===== src/rtl/sort_pkg.sv =====
// Shared definitions for the merger-tree output stage: record geometry and FSM states.
package sort_pkg;

   localparam int unsigned DATA_WIDTH = 32;
   localparam int unsigned P          = 8;
   localparam logic [DATA_WIDTH-1:0] SENTINEL = {DATA_WIDTH{1'b1}};

   typedef enum logic [1:0] {
      IDLE  = 2'd0,
      RUN   = 2'd1,
      DRAIN = 2'd2,
      DONE  = 2'd3
   } state_t;

endpackage


===== src/rtl/packer_word_fifo.sv =====
// First-word fall-through synchronous FIFO holding packed words plus their last tag.
module packer_word_fifo #(
   parameter int unsigned WIDTH = 513,
   parameter int unsigned DEPTH = 4
) (
   input  logic                     i_clk,
   input  logic                     i_rst_n,
   input  logic                     i_push,
   input  logic [WIDTH-1:0]         i_data,
   input  logic                     i_pop,
   output logic [WIDTH-1:0]         o_data,
   output logic                     o_empty,
   output logic                     o_full,
   output logic [$clog2(DEPTH):0]   o_free
);

   localparam int unsigned AW = $clog2(DEPTH);

   logic [WIDTH-1:0] mem [DEPTH];
   logic [AW-1:0]    wr_ptr, rd_ptr;
   logic [AW:0]      count;
   logic             do_pop;

   assign do_pop  = i_pop && !o_empty;
   assign o_data  = mem[rd_ptr];
   assign o_empty = (count == '0);
   assign o_full  = (count == (AW+1)'(DEPTH));
   assign o_free  = (AW+1)'(DEPTH) - count;

   // Storage, pointers and occupancy; simultaneous push and pop leave the count unchanged.
   always_ff @(posedge i_clk or negedge i_rst_n) begin
      if (!i_rst_n) begin
         wr_ptr <= '0;
         rd_ptr <= '0;
         count  <= '0;
         for (int unsigned i = 0; i < DEPTH; i++) mem[i] <= '0;
      end else begin
         if (i_push) begin
            mem[wr_ptr] <= i_data;
            wr_ptr      <= wr_ptr + AW'(1);
         end
         if (do_pop) rd_ptr <= rd_ptr + AW'(1);
         case ({i_push, do_pop})
            2'b10:   count <= count + (AW+1)'(1);
            2'b01:   count <= count - (AW+1)'(1);
            default: count <= count;
         endcase
      end
   end

endmodule


===== src/rtl/merger_tree_out_packer.sv =====
// Packs root-merger beats into wide write words, frames each run and reports completion.
module merger_tree_out_packer #(
   parameter int unsigned DATA_WIDTH = sort_pkg::DATA_WIDTH,
   parameter int unsigned P          = sort_pkg::P,
   parameter int unsigned BEATS      = 2,
   parameter int unsigned FIFO_DEPTH = 4,
   parameter int unsigned CNT_WIDTH  = 32
) (
   input  logic                          i_clk,
   input  logic                          i_rst_n,
   input  logic                          i_start,
   input  logic [CNT_WIDTH-1:0]          i_run_len,
   input  logic [P*DATA_WIDTH-1:0]       i_data,
   input  logic                          i_write,
   output logic                          o_ready,
   output logic [P*BEATS*DATA_WIDTH-1:0] o_word,
   output logic                          o_valid,
   input  logic                          i_word_ready,
   output logic                          o_last,
   output logic                          o_busy,
   output logic                          o_done,
   output logic                          o_overflow
);

   import sort_pkg::*;

   localparam int unsigned BW = P * DATA_WIDTH;
   localparam int unsigned WW = BW * BEATS;
   localparam int unsigned IW = (BEATS > 1) ? $clog2(BEATS) : 1;
   localparam int unsigned SH = $clog2(P);
   localparam int unsigned FW = $clog2(FIFO_DEPTH) + 1;

   state_t               state, state_nx;
   logic [CNT_WIDTH-1:0] beats_rem;
   logic [IW-1:0]        beat_idx;
   logic [WW-1:0]        pack_reg, push_word;
   logic                 start_acc, accept, final_beat, push, pop;
   logic                 fifo_empty, fifo_full;
   logic [FW-1:0]        fifo_free;
   logic [WW:0]          head;

   assign start_acc  = (state == IDLE) && i_start;
   assign accept     = (state == RUN) && i_write;
   assign final_beat = (beats_rem == CNT_WIDTH'(1));
   assign push       = accept && (final_beat || (beat_idx == IW'(BEATS - 1)));
   assign pop        = !fifo_empty && i_word_ready;

   assign o_valid = !fifo_empty;
   assign o_word  = head[WW-1:0];
   assign o_last  = head[WW] && !fifo_empty;
   assign o_ready = (state == RUN) && (fifo_free >= FW'(2)) && (beats_rem > CNT_WIDTH'(1));
   assign o_busy  = (state != IDLE);
   assign o_done  = (state == DONE);

   // Word being pushed: stored beats below the current slot, the incoming beat, max-key padding above.
   always_comb begin
      push_word = pack_reg;
      for (int unsigned k = 0; k < BEATS; k++) begin
         if (IW'(k) == beat_idx)     push_word[k*BW +: BW] = i_data;
         else if (IW'(k) > beat_idx) push_word[k*BW +: BW] = {BW{1'b1}};
      end
   end

   // Run bookkeeping: remaining beats, slot within the word, and the partially built word.
   always_ff @(posedge i_clk or negedge i_rst_n) begin
      if (!i_rst_n) begin
         beats_rem <= '0;
         beat_idx  <= '0;
         pack_reg  <= '0;
      end else if (start_acc) begin
         beats_rem <= i_run_len >> SH;
         beat_idx  <= '0;
      end else if (accept) begin
         if (beats_rem != '0) beats_rem <= beats_rem - CNT_WIDTH'(1);
         pack_reg[beat_idx*BW +: BW] <= i_data;
         beat_idx <= push ? '0 : beat_idx + IW'(1);
      end
   end

   // Sticky flag for beats arriving outside RUN; a new run clears it.
   always_ff @(posedge i_clk or negedge i_rst_n) begin
      if (!i_rst_n) o_overflow <= 1'b0;
      else          o_overflow <= (o_overflow && !start_acc) || (i_write && (state != RUN));
   end

   // FSM state register.
   always_ff @(posedge i_clk or negedge i_rst_n) begin
      if (!i_rst_n) state <= IDLE;
      else          state <= state_nx;
   end

   // FSM next state.
   always_comb begin
      state_nx = state;
      case (state)
         IDLE:    if (i_start) state_nx = (i_run_len == '0) ? DONE : RUN;
         RUN:     if (accept && final_beat) state_nx = DRAIN;
         DRAIN:   if (pop && head[WW]) state_nx = DONE;
         DONE:    state_nx = IDLE;
         default: state_nx = IDLE;
      endcase
   end

   // Ready throttling leaves room for the one in-flight beat, so the FIFO never overfills.
   always_ff @(posedge i_clk) begin
      if (i_rst_n) assert (!(push && fifo_full));
   end

   packer_word_fifo #(
      .WIDTH (WW + 1),
      .DEPTH (FIFO_DEPTH)
   ) u_fifo (
      .i_clk   (i_clk),
      .i_rst_n (i_rst_n),
      .i_push  (push),
      .i_data  ({final_beat, push_word}),
      .i_pop   (pop),
      .o_data  (head),
      .o_empty (fifo_empty),
      .o_full  (fifo_full),
      .o_free  (fifo_free)
   );

endmodule


===== config.mk =====
export PLATFORM = sky130hd
export DESIGN_NAME = merger_tree_out_packer
export DESIGN_NICKNAME = d
export VERILOG_FILES = /design/src/rtl/sort_pkg.sv /design/src/rtl/packer_word_fifo.sv /design/src/rtl/merger_tree_out_packer.sv
export SDC_FILE = /design/constraint.sdc
export NUM_CORES = 2
export LEC_CHECK = 0
export CAP_MARGIN = 20
export CORE_MARGIN = 8
export CORE_UTILIZATION = 50
export DETAILED_ROUTE_END_ITERATION = 6
export GPL_ROUTABILITY_DRIVEN = 0
export HOLD_SLACK_MARGIN = 0.02
export MAX_ROUTING_LAYER = met4
export PLACE_DENSITY = 0.78
export SYNTH_ARGS = -nofsm -noshare
export SYNTH_HDL_FRONTEND = slang
export SYNTH_HIERARCHICAL = 1
export SYNTH_SLANG_ARGS = --single-unit

===== constraint.sdc =====
create_clock -name i_clk -period 5.45 [get_ports i_clk]
set_input_delay 1.09 -clock i_clk [delete_from_list [all_inputs] [get_ports i_clk]]
set_output_delay 1.09 -clock i_clk [all_outputs]
set_load 0.02 [all_outputs]

# Word level (Yosys, flattened, before mapping)
# Cells that the tools add are included.
# classes
n_shift,2
n_reduce_logical,28
n_lt_le_gt_ge,7
add_sub_neg,8
n_bitwise,3
mux,23
n_eq_ne,10
# op_table
cell,count
2052-bit bitwise mux,1
513-bit two-way mux,3
513-bit binary-select mux with 2-bit select,1
513-bit demux with 2-bit select,1
256-bit two-way mux,4
512-bit bitwise mux,1
256-bit by 34-bit variable shift with 512-bit output (first input constant),1
256-bit by 34-bit indexed part select with 512-bit output,1
32-bit two-way mux,3
9-bit negator with 34-bit output,1
32-bit by 1-bit equality test with 1-bit output (second input constant),1
32-bit by 1-bit greater-than comparator with 1-bit output (second input constant),1
32-bit logical NOT,1
32-bit nonzero test,1
32-bit by 1-bit subtractor with 32-bit output (second input constant),1
1-bit logical AND,13
2-bit two-way mux,4
2-bit case mux with 4 select lines,1
2-bit nonzero test,4
2-bit equality test (second input constant),3
3-bit >= comparator (second input constant),2
2-bit NOT with 3-bit output,2
3-bit case mux with 2 select lines,1
2-bit by 1-bit adder with 2-bit output (second input constant),2
18 further kinds,27
# totals
elab_cells,93
inputBits,293
register_bits,2607
output_inout_bits,518

# Logic depth before layout (Yosys ltp)
# depth
word_depth,7
ltp_mapped,14
ltp_nobuf,12

# Hierarchy
# The synthesis kept the hierarchy.
# modules_own_cells
mod,seq_area_each_um2,instances,area_each_um2,cells_each
packer_word_fifo,51524.4,1,88374.8,4998
merger_tree_out_packer,7307.0,1,16648.5,1415

# Worst setup path before layout
# OpenSTA, ideal clock, no wires.
# synth_path
path_type,register -> register
startpoint,register beats_rem[22]
endpoint,register u_fifo.count[1]
slack_ps,2211
required_time_ps,5367
t_arrival_ps,3156
path_stages_with_launch,12
period_less_slack_ps,3239
setup_ps,83
path_buffers,2
cell_sequence,dfrtp_1 or4_1 buf_2 or4_4 or4_4 a21oi_1 buf_2 inv_1 ha_1 inv_1 fa_1 o21ai_0
# synth_via
elab_chain_len,5
word_cells_on_any_way,7
cone_classes,3 x eq/ne; 1 x mux; 3 x reduce/logical
# synth_lines
element,line_no,rtl
"start, declared",merger_tree_out_packer.sv:34,logic [CNT_WIDTH-1:0] beats_rem;
"start signal, assigned",merger_tree_out_packer.sv:71,beats_rem <= i_run_len >> SH;
"start signal, assigned",merger_tree_out_packer.sv:74,if (beats_rem != '0) beats_rem <= beats_rem - CNT_WIDTH'(1);
32-bit by 1-bit equality test with 1-bit output *,merger_tree_out_packer.sv:44,assign final_beat = (beats_rem == CNT_WIDTH'(1));
1-bit logical OR *,merger_tree_out_packer.sv:45,assign push = accept && (final_beat || (beat_idx == IW'(BEATS - 1)));
1-bit logical AND *,merger_tree_out_packer.sv:45,
via push,merger_tree_out_packer.sv:37,"logic start_acc, accept, final_beat, push, pop;"
2-bit by 1-bit equality test with 1-bit output / 2-bit equality test (equally long branches),packer_word_fifo.sv:43,"case ({i_push, do_pop})"
3-bit case mux with 2 select lines / 2-bit nonzero test (equally long branches),--,
"end signal, assigned",packer_word_fifo.sv:44,2'b10: count <= count + (AW+1)'(1);
"end signal, assigned",packer_word_fifo.sv:45,2'b01: count <= count - (AW+1)'(1);
"end signal, assigned",packer_word_fifo.sv:46,default: count <= count;
"end, declared",packer_word_fifo.sv:21,logic [AW:0] count;
# Mark *: on every way through the listed nets, which the timed path passes. The rest lies on a longest branch.
# A chain may end at the register's enable or synchronous reset.

# Worst setup path in the final report
# layout_path
startpoint,register beats_rem[20]
endpoint,output o_ready
# layout_via
elab_chain_len,2
# layout_lines
element,line_no,rtl
32-bit by 1-bit greater-than comparator with 1-bit output,merger_tree_out_packer.sv:51,assign o_ready = (state == RUN) && (fifo_free >= FW'(2)) && (beats_rem > CNT_WIDTH'(1));
1-bit logical AND,merger_tree_out_packer.sv:51,
"end, declared",merger_tree_out_packer.sv:15,"output logic o_ready,"
# No other way between the ends.

==> summary.md <==
| Metric | Value |
|---|---|
| Combinational share of power | 42.6% |
| First-pass GRT wire length | a little over 400 mm |
| Initial antenna violation count | 58 |
| Internal power | 52.5 mW |
| Die area | between 0.2 and 0.25 mm² |
| CP Launch Point | beats_rem[20] |
| Setup Total Neg Slack | 0 ns |
| Psw | 26.8 mW |
| Row count | around 170 |
| CP arrival | 3.74 ns |
| # port buffers | 810 |
| Syn Area/Cell | 16.4 µm² |
| IO Pins | 811 |
| Clock Power Share | 20.9% |
| Wire per inst | 26.1 µm |
| Static leakage | 55.6 nW |
| Largest net degree at the start of global routing | 187 |
| Min Hold Slack | 0.197 ns |
| Slack of the worst reg-to-reg path | 1.19 ns |
| Reg2Reg Launch Point | beats_rem[20] |
| Die Y | 474 µm |
| Layout area overhead | 19.0% |
| PD cells | roughly 630 mW/mm² |
| Setup Skew | approximately 0.043 ns |
| Pre-Repair DR Iteration Count | 6 |
| Crit. End Element | primary output |
| CP Capture Point | o_ready |
| Total Power | 79.3 mW |
| Post-Route WL | roughly 270 mm |
| H-tree levels | 4 |
| RSZ-0062 raised after global routing | no |
| Final setup fails | 0 |
| Fin crit share | 88.6% |
| Setup ws final | 0.621 ns |
| Sw frac | 33.8% |
| CTS max path bufs | 3 |
| Initial core utilization | 50.2% |
| Drt drc | 0 |
| Die span in x | approximately 470 µm |
| HPWL after detailed placement | 181 mm |
| Reg power frac | between 30 and 40% |
| # hold bufs at CTS | 0 |
| GRT Resource Usage Total | 24.3% |
| Crit-path max FO | 9 |
| Layout Nets | about 7,500 |
| Worst Tran Pin Value | 1.07 ns |
| Worst IR Drop VDD | 0.429 mV |
| Worst r2r path cells | 9 |
| Synth warn | 6 |
| Rel. slew slack | 28.6% |
| ANT nets after route | 0 |
| CTS resizes | 0 |
| Netlist Area Pre-Place | ~0.11 mm² |
| Root buf cell | clkbuf_16 |
| Grt ovf | 0 |
| Number of global-route vias before repair | 64,900 |
| CTS Buf Count | 236 |
| Share of post-route cells with drive strength above 1 | ~50% |
| Skew-Pair Late Insertion Delay | 0.87 ns |
| Core area | 0.209 mm² |
| Max cap viols | 0 |
| CTS tree | done |
| Critical path class | reg -> out |
| F_max | 207 MHz |
| Final Hold Viols | 0 |
| Clk pin slew, worst setup/hold paths | approximately 0.060 ns |
| Post-Syn Instances | 6,411 |
| Pre-CTS setup slack | about 1.2 ns |
| Setup bufs post-CTS | 0 |
| Worst r2r dst | u_fifo/mem[1036] |
| CP required | 4.36 ns |
| Min Tclk post-route | 4.83 ns |
| Worst Hold Class | in -> async |
| Clk sink count | 2,351 |
| Via density | between 5 and 6 |
| Via count | 59,800 |
| Initial drt markers | 3,871 |
| Max-slew violations | 0 |
| Status | complete, no violations |
| Largest register FFs | 2,052 |
| CP Launch Type | register |
| Synth Net Count | between 6,000 and 7,000 |
==> layout by cell type (no fill, tap or decap), drive strengths merged, types with 19 or more instances in the layout <==
cell and count:
nand2b 260, nand2 25, dfrtp 2351, mux4 513
diode 51, inv 26, a31oi 23, mux2 2564
or4 19, buf 195, clkinv 49, nor2 29
clkdlybuf4s50 809, clkbuf 366
==> metrics by stage <==
stage          instance area [µm²]  cells  util (%)
3_5_place_dp                117000   9778      55.8
2_1_floorplan               105000   6411         -
6_report                    125000  10300      59.8
5_1_grt                     125000  10300      59.8
3_3_place_gp                117000   9778      55.8
4_1_cts                     125000  10200      59.7
==> per-layer routing <==
metal	routed length, µm	up-vias	GRT usage (%)
met4	7650	0	6.97
met1	114000	32400	32.3
met5	0	-	-
met2	127000	1485	36.8
met3	20500	371	6.91
li1	-	25500	-
==> worst min path at each step <==
stage | to | cells past startpoint
2_1_floorplan | u_fifo/count[0] | 1
3_3_place_gp | u_fifo/count[0] | 1
3_5_place_dp | u_fifo/count[1] | 2
4_1_cts | u_fifo/mem[1779] | 1
5_1_grt | u_fifo/mem[1779] | 1
6_report | u_fifo/mem[1779] | 1
==> critical path: stages, from the launching register on <==
cell,delay [ns]
dfrtp_1,0.42
or4_1,0.63
or4_4,0.48
nor2_1,0.51
a31oi_1,0.24
clkdlybuf4s50_1,0.62
==> final cells by class <==
class                      count  area [µm²]
clock inverter                72         885
sequential                  2351       58800
clock buffer                 366        7170
inverter                      22        82.6
tap                         2805        3510
antenna                       51         128
multi-input combinational   3597       43800
timing repair buffer        1004       10600
fill                       15300       84200
==> power by group through the flow <==
| stage | logic (mW) | registers (mW) | clock network, mW |
|---|---|---|---|
| finish | 33.8 | 28.9 | 16.6 |
| global route | 35.6 | 29.8 | 17.7 |
| CTS | 34.2 | 28.9 | 16.9 |
| detailed placement | 33.9 | 29.1 | 0 |
| global placement | 33.3 | 28.4 | 0 |
| floorplan | 21.6 | 27.5 | 0 |
Note: power is estimated with default switching activity, not from simulation.
